==> src/rtl/mux_rr_arbiter_if.sv <==
// Handshake bundle between the requesters and the round-robin arbiter.
// master = requester side, slave = arbiter side.
interface mux_rr_arbiter_if;
    logic [3:0] req;
    logic [3:0] grant;
    logic [1:0] sel;
    logic       valid;
    logic       timeout;

    modport master (
        output req,
        input  grant,
        input  sel,
        input  valid,
        input  timeout
    );

    modport slave (
        input  req,
        output grant,
        output sel,
        output valid,
        output timeout
    );
endinterface

==> src/rtl/mux_rr_arbiter.sv <==
// Round-robin arbiter for the shared 4:1 mux.
// Tenures are bounded by HOLD_CYCLES; all outputs are registered.
module mux_rr_arbiter #(
    parameter int HOLD_CYCLES = 4,
    parameter int CNT_W       = 8
) (
    input  logic           clk,
    input  logic           rst,
    mux_rr_arbiter_if.slave bus
);

    typedef enum logic {
        IDLE,
        GRANT
    } state_t;

    localparam logic [CNT_W-1:0] CNT_LAST = CNT_W'(HOLD_CYCLES - 1);

    state_t           state;
    logic [1:0]       last;
    logic [CNT_W-1:0] cnt;
    logic [3:0]       gnt;
    logic [1:0]       sel_idx;
    logic             active;
    logic             tmo;

    logic             found;
    logic [1:0]       win;
    logic [1:0]       idx;

    // Search starts just after the last winner, so the holder scans last.
    always_comb begin
        found = 1'b0;
        win   = last;
        idx   = last;
        for (int k = 0; k < 4; k++) begin
            idx = last + 2'(k + 1);
            if (!found && bus.req[idx]) begin
                found = 1'b1;
                win   = idx;
            end
        end
    end

    // Arbitration FSM with registered grant, select, valid and timeout.
    always_ff @(posedge clk or posedge rst) begin
        if (rst) begin
            state   <= IDLE;
            last    <= 2'd3;
            cnt     <= '0;
            gnt     <= 4'b0000;
            sel_idx <= 2'd0;
            active  <= 1'b0;
            tmo     <= 1'b0;
        end else begin
            tmo <= 1'b0;
            unique case (state)
                IDLE: begin
                    if (found) begin
                        gnt     <= 4'b0001 << win;
                        sel_idx <= win;
                        active  <= 1'b1;
                        last    <= win;
                        cnt     <= '0;
                        state   <= GRANT;
                    end
                end
                GRANT: begin
                    if (!bus.req[last]) begin
                        if (found) begin
                            gnt     <= 4'b0001 << win;
                            sel_idx <= win;
                            last    <= win;
                            cnt     <= '0;
                        end else begin
                            gnt    <= 4'b0000;
                            active <= 1'b0;
                            state  <= IDLE;
                        end
                    end else if (cnt == CNT_LAST) begin
                        // holder still requesting: found is always set here
                        gnt     <= 4'b0001 << win;
                        sel_idx <= win;
                        last    <= win;
                        cnt     <= '0;
                        tmo     <= 1'b1;
                    end else begin
                        cnt <= cnt + 1'b1;
                    end
                end
                default: state <= IDLE;
            endcase
        end
    end

    assign bus.grant   = gnt;
    assign bus.sel     = sel_idx;
    assign bus.valid   = active;
    assign bus.timeout = tmo;

endmodule

==> src/flat_wrapper.sv <==
// flat-port wrapper written by rule: the top's interface ports become plain ports
module mux_rr_arbiter_flat 
#(
    parameter int HOLD_CYCLES = 4,
    parameter int CNT_W       = 8
)
  (clk, rst, bus_req, bus_grant, bus_sel, bus_valid, bus_timeout);
  mux_rr_arbiter_if bus_i ();
  input  logic clk;
  input  logic rst;
  input wire logic [$bits(bus_i.req)-1:0] bus_req;
  output wire logic [$bits(bus_i.grant)-1:0] bus_grant;
  output wire logic [$bits(bus_i.sel)-1:0] bus_sel;
  output wire logic [$bits(bus_i.valid)-1:0] bus_valid;
  output wire logic [$bits(bus_i.timeout)-1:0] bus_timeout;
  assign bus_i.req = bus_req;
  assign bus_grant = bus_i.grant;
  assign bus_sel = bus_i.sel;
  assign bus_valid = bus_i.valid;
  assign bus_timeout = bus_i.timeout;
  mux_rr_arbiter #(.HOLD_CYCLES(HOLD_CYCLES), .CNT_W(CNT_W)) u_core (.clk(clk), .rst(rst), .bus(bus_i));
endmodule
==> config.mk <==
export PLATFORM = sky130hd
export DESIGN_NAME = mux_rr_arbiter_flat
export DESIGN_NICKNAME = d
export VERILOG_FILES = /design/src/rtl/mux_rr_arbiter_if.sv /design/src/rtl/mux_rr_arbiter.sv /design/src/flat_wrapper.sv
export SDC_FILE = /design/constraint.sdc
export NUM_CORES = 1
export LEC_CHECK = 0
export BUFFER_PORTS_ARGS = -buffer_cell sky130_fd_sc_hd__clkbuf_2
export CAP_MARGIN = 20
export CORE_AREA = 2 2 53 55
export CTS_CLUSTER_DIAMETER = 30
export CTS_CLUSTER_SIZE = 16
export DETAILED_ROUTE_END_ITERATION = 8
export DIE_AREA = 0 0 55 57
export GPL_ROUTABILITY_DRIVEN = 0
export PLACE_DENSITY_LB_ADDON = 0.12
export SYNTH_ARGS = -nofsm -noshare
export SYNTH_HDL_FRONTEND = slang
export SYNTH_SLANG_ARGS = --single-unit
==> constraint.sdc <==
create_clock -name clk -period 1.8 [get_ports clk]
set_clock_uncertainty 0.2 [all_clocks]
set_input_delay 0.09 -clock clk [delete_from_list [all_inputs] [get_ports clk]]
set_output_delay 0.09 -clock clk [all_outputs]
set_load 0.01 [all_outputs]
# Yosys cells after proc, flatten, opt, wreduce, memory -nomap -nowiden
# Cells that the tools add are included.
[classes]
n_addsub = 4
n_lt_le_gt_ge = 4
eq_ne = 5
n_shift = 1
n_mux = 42
bitwise = 1
n_reduce_logical = 8
[op_table]
columns = ["cell", "n"]
rows = [
  ["$mux 8", 3],
  ["$mux 2", 9],
  ["$mux 1", 16],
  ["$mux 4", 4],
  ["$pmux 8 s2", 1],
  ["$lt 2x3->1 const B", 4],
  ["$add 8x1->8 const B", 1],
  ["$bmux 1 s2", 4],
  ["$eq 8x2->1 const B", 1],
  ["$pmux 2 s2", 2],
  ["$pmux 4 s2", 1],
  ["$add 2x2->2 const B", 2],
  ["$ne 2x2->1 const B", 2],
  ["$pmux 1 s2", 2],
  ["$shl 1x2->4 const A", 1],
  ["$logic_and 1x1->1", 3],
  ["$logic_not 1->1", 3],
  ["$ne 3x3->1 const B", 1],
  ["$reduce_and 3->1", 1],
  ["$add 2x1->2 const B", 1],
  ["$ne 2x1->1 const B", 1],
  ["$reduce_and 2->1", 1],
  ["$not 1->1", 1],
]
[word_totals]
ff_bits = 19
input_bits = 6
out_inout_bits = 8
wordCells = 72

# Logic depth before layout (Yosys ltp)
[depth]
ltp_word = 17
ltp_mapped = 6
depth_no_buf = 5

# Worst setup path before layout
# Ideal clock, no wire load.
[synth_timing]
kind = "register to register"
from = "register u_core.last[0]"
to = "register u_core.sel_idx[1] (netlist: u_core.bus.sel[1])"
setup_ps = 128
arrival_time_ps = 1522
t_required_ps = 1472
setup_slack_ps = -49
path_stages_with_launch = 6
n_path_buf = 1
synth_period_minus_slack_ps = 1849
path_cell_list = "dfstp_2 buf_6 mux2i_2 o22ai_4 a21oi_4 mux2_1"
[synth_via]
elab_chain_len = 16
elab_cells_between_ends = 30
cone_classes = "3 x add/sub; 1 x eq/ne; 20 x mux; 6 x reduce/logical"
[synth_lines]
columns = ["element", "line", "rtl"]
rows = [
  ["from (decl)", "mux_rr_arbiter.sv:20", "logic [1:0] last;"],
  ["from (signal assigned)", "mux_rr_arbiter.sv:63", "last <= win;"],
  ["from (signal assigned)", "mux_rr_arbiter.sv:73", "last <= win;"],
  ["from (signal assigned)", "mux_rr_arbiter.sv:84", "last <= win;"],
  ["$add 2x1->2", "mux_rr_arbiter.sv:37", "idx = last + 2'(k + 1);"],
  ["$bmux 1 s2", "mux_rr_arbiter.sv:38", "if (!found && bus.req[idx]) begin"],
  ["$mux 1 (implied by the code)", "mux_rr_arbiter.sv:38", ""],
  ["$mux 1", "mux_rr_arbiter.sv:38", ""],
  ["$logic_not 1->1", "mux_rr_arbiter.sv:38", ""],
  ["$logic_and 1x1->1", "mux_rr_arbiter.sv:38", ""],
  ["$mux 1", "mux_rr_arbiter.sv:38", ""],
  ["$logic_not 1->1", "mux_rr_arbiter.sv:38", ""],
  ["$logic_and 1x1->1", "mux_rr_arbiter.sv:38", ""],
  ["$mux 1", "mux_rr_arbiter.sv:38", ""],
  ["$logic_not 1->1", "mux_rr_arbiter.sv:38", ""],
  ["$logic_and 1x1->1", "mux_rr_arbiter.sv:38", ""],
  ["$mux 2 / $mux 1 (equally long branches)", "mux_rr_arbiter.sv:38", ""],
  ["$mux 2, on equally long branches", "mux_rr_arbiter.sv:59, mux_rr_arbiter.sv:70, mux_rr_arbiter.sv:80", ""],
  ["$mux 2", "mux_rr_arbiter.sv:69", "if (!bus.req[last]) begin"],
  ["$pmux 2 s2", "mux_rr_arbiter.sv:57", "unique case (state)"],
  ["to (signal assigned)", "mux_rr_arbiter.sv:61", "sel_idx <= win;"],
  ["to (signal assigned)", "mux_rr_arbiter.sv:72", "sel_idx <= win;"],
  ["to (signal assigned)", "mux_rr_arbiter.sv:83", "sel_idx <= win;"],
  ["to (decl)", "mux_rr_arbiter.sv:23", "logic [1:0] sel_idx;"],
]
# Parallel ways exist; a longest one is shown, timed or not. The select of a mux whose other input is x is not followed.
# A chain may end at the register's enable or synchronous reset.

# Worst setup path in the final report
[layout_timing]
from = "register u_core.last[0]"
to = "register u_core.sel_idx[0] (netlist: u_core.bus.sel[0])"
# Same word-level chain as after synthesis.

==> qor.txt <==
Synth area leaders - dfrtp_1 (40%), dfstp_2 (5.0%), mux2_1 (4.3%)
fillers - 263
f_max - 0.526 GHz
Worst R2R Start - u_core.last[0]
worst hold start - bus_req[1]
n_diodes - 0
GR Overflow Total - 0
Crit Path Max Fanout - 5
post-synthesis average cell area - 10.4 µm²
status - finished, violations left
actual slew at the worst max-slew pin - 0.421 ns
Total Routing Usage GR - 16.6%
first-pass GRT wire length - 3.91 mm
mean routed wirelength per cell - 13.9 µm
Crit path buffers/inverters - 0
share of the synthesized area in the top cell type - 40.2%
Max VDD drop - 0.00105 V
most numerous cell in the Yosys netlist - dfrtp_1
drt first pass iters - 4
Port Buffers - 13
clk buf depth - 2
Setup Buffers After CTS - 0
fin crit period - 1.90 ns
share of post-route cells with drive strength above 1 - 35.4%
M2 GR Usage - 28.9%
failing checks - negative setup slack
DRC viols - 0
Setup-failing EPs final - 10
type of the tightest min-delay check - input port to register
count of cell types in the netlist - 37
overall power - 1.86 mW
GR Layer Usage met1 - 21.6%
Yosys reg bits - 19
syn_nets - 109
Final Max Tran Viols - 0
Net count, final - 138
Num CTS Buffers - 3
Syn-to-layout area delta - 25.4%
drt total wl - 2.23 mm
met3 global-route usage - 2.36%
CP cell instances - nor2b_1 > a21o_1 > a221o_1 > mux2_1
antenna violations before repair - 0
total core area - 2620 µm²
pwr/cell area - 1400 nW/µm²
number of flops mapped to enable cells by yosys - 0
Setup WS pre-CTS - -0.0947 ns
post-DP HPWL - 1.77 mm
CP required - 1.78 ns
initial drt markers - 14
CTS sink cnt - 19
Main synth FF type - dfrtp_1
I/O Pins - 14
total die area - 3140 µm²
clock root cell - clkbuf_4
Worst-Skew Late Latency - 0.30 ns
async set-or-reset flop fraction in the synthesized netlist - 100%
Leakage - 0.578 nW
Crit Path Class - register to register
unrepaired setup endpoints after global routing - true
die width - 55 µm
htree depth - 1
relative slew slack - 71.7%
CP Capture Type - register
clock-pin slew of the registers on the worst-case setup and hold paths - 0.11 ns
largest net degree at the start of global routing - 20
CP peak stage delay - 0.64 ns
Initial Utilization - 40.5%
die height - 57 µm
CP Launch Type - register
crit path launch - u_core.last[0]
area leader, netlist - dfrtp_1
Vias - 883
num rows - 19
Crit path max-delay family - flip-flops
WP data arrival - 1.88 ns
Hold Violations, Final - 0
fin worst setup slack - -0.102 ns
CP max-delay cell - dfstp_2
Synth Warn # - 0
Avg Vias per Cell - 5.48
number of global-route vias before repair - 885
Max-Cap Viols - 0
CTS tree - built
Tcrit/Tclk final - 106%
gr busiest metal - met2
Hold WS - 0.0905 ns
sequential element share of the synthesized area - 45.2%
antenna-violating nets left - 0
Mapped Cells - 102
Synth top cells by count - dfrtp_1 (17), nand2_1 (8), a31oi_1 (7), nand3_1 (7), inv_1 (6)
Post-Syn Area - 1060 µm²
==> cell type report <==
type | count | area (µm²) | share of cell area (%)
Tap cell | 31 | 38.8 | 2.92
Timing Repair Buffer | 29 | 188 | 14.1
Inverter | 7 | 26.3 | 1.98
Clock buffer | 4 | 26.3 | 1.98
Sequential cell | 19 | 478 | 36.0
Multi-Input combinational cell | 71 | 571 | 43.0
==> power breakdown <==
part | internal (mW) | switching [mW]
Sequential | 0.570 | 0.102
Combinational | 0.468 | 0.505
Clock | 0.0862 | 0.133
Total | 1.12 | 0.739
==> sequential cells by signal, indices dropped and copies added (netlist names) <==
signal,count
u_core.bus.grant,4
u_core.bus.sel,2
u_core.bus.timeout,1
u_core.bus.valid,1
u_core.cnt,8
u_core.last,2
u_core.state,1
==> metrics by stage <==
| stage | util, % | TNS (ns) | cells | cell area [µm²] |
|---|---|---|---|---|
| 2_1_floorplan | - | -0.0496 | 102 | 1080 |
| 3_3_place_gp | 48.0 | -0.212 | 156 | 1260 |
| 3_5_place_dp | 48.0 | -0.554 | 156 | 1260 |
| 4_1_cts | 49.8 | -0.767 | 161 | 1300 |
| 5_1_grt | 50.8 | -1.72 | 161 | 1330 |
| 6_report | 50.8 | -0.528 | 161 | 1330 |
==> cells in the final DEF, fill, tap and decap left out, drive strengths merged <==
master,count
nor3,1
o22ai,1
a21o,2
o211ai,2
ha,1
o21ai,5
nor2b,2
o21a,1
dlygate4sd3,1
clkbuf,17
o22a,1
and3,2
inv,7
mux2,4
nand3,7
o32ai,4
a21oi,4
buf,15
a221oi,1
a31oi,7
dfrtp,17
a221o,1
nor4b,1
nand2,8
nor4,2
a41oi,2
a32o,1
dfstp,2
nor2,5
nand2b,4
mux2i,2
==> worst register-to-register path, stage by stage (launching register included) <==
cell and delay, ns:
dfstp_2 0.64, nor2b_1 0.09, a21o_1 0.17, a221o_1 0.36, mux2_1 0.32
==> routing by layer <==
layer / routed length (µm) / vias to the layer above / part of all wire (%)
li1: - / 438 / -
met5: 0 / - / 0
met1: 1040 / 434 / 47
met4: 0 / 0 / 0
met2: 1140 / 11 / 51
met3: 52 / 0 / 2.3
==> final timing paths <==
path	endpoint	slack, ns	cells past startpoint
max in group asynchronous	u_core.last[1]	1.01	4
setup reg to reg	u_core.bus.sel[0]	-0.10	4
setup / recovery	u_core.bus.sel[0]	-0.10	4
hold / removal	u_core.state	0.09	4
min in group asynchronous	u_core.cnt[2]	0.12	4
hold reg to reg	u_core.bus.valid	0.31	1
==> what timing repair did <==
item / CTS / global route
hold buffers: 1 / 0
cloned: 0 / 0
setup endpoints to repair: 11 / 16
hold endpoints to repair: 19 / 0
resized for setup: 2 / 5
==> cells by family after synthesis <==
logic type / Yosys count / synth area share, %
simple gates: 32 / 17.1
flops: 19 / 45.2
fa+ha+maj: 1 / 1.18
mux: 6 / 6.86
compound gates: 32 / 23.8
buf+inv: 12 / 5.91
Note: power is estimated with default switching activity, not from simulation.
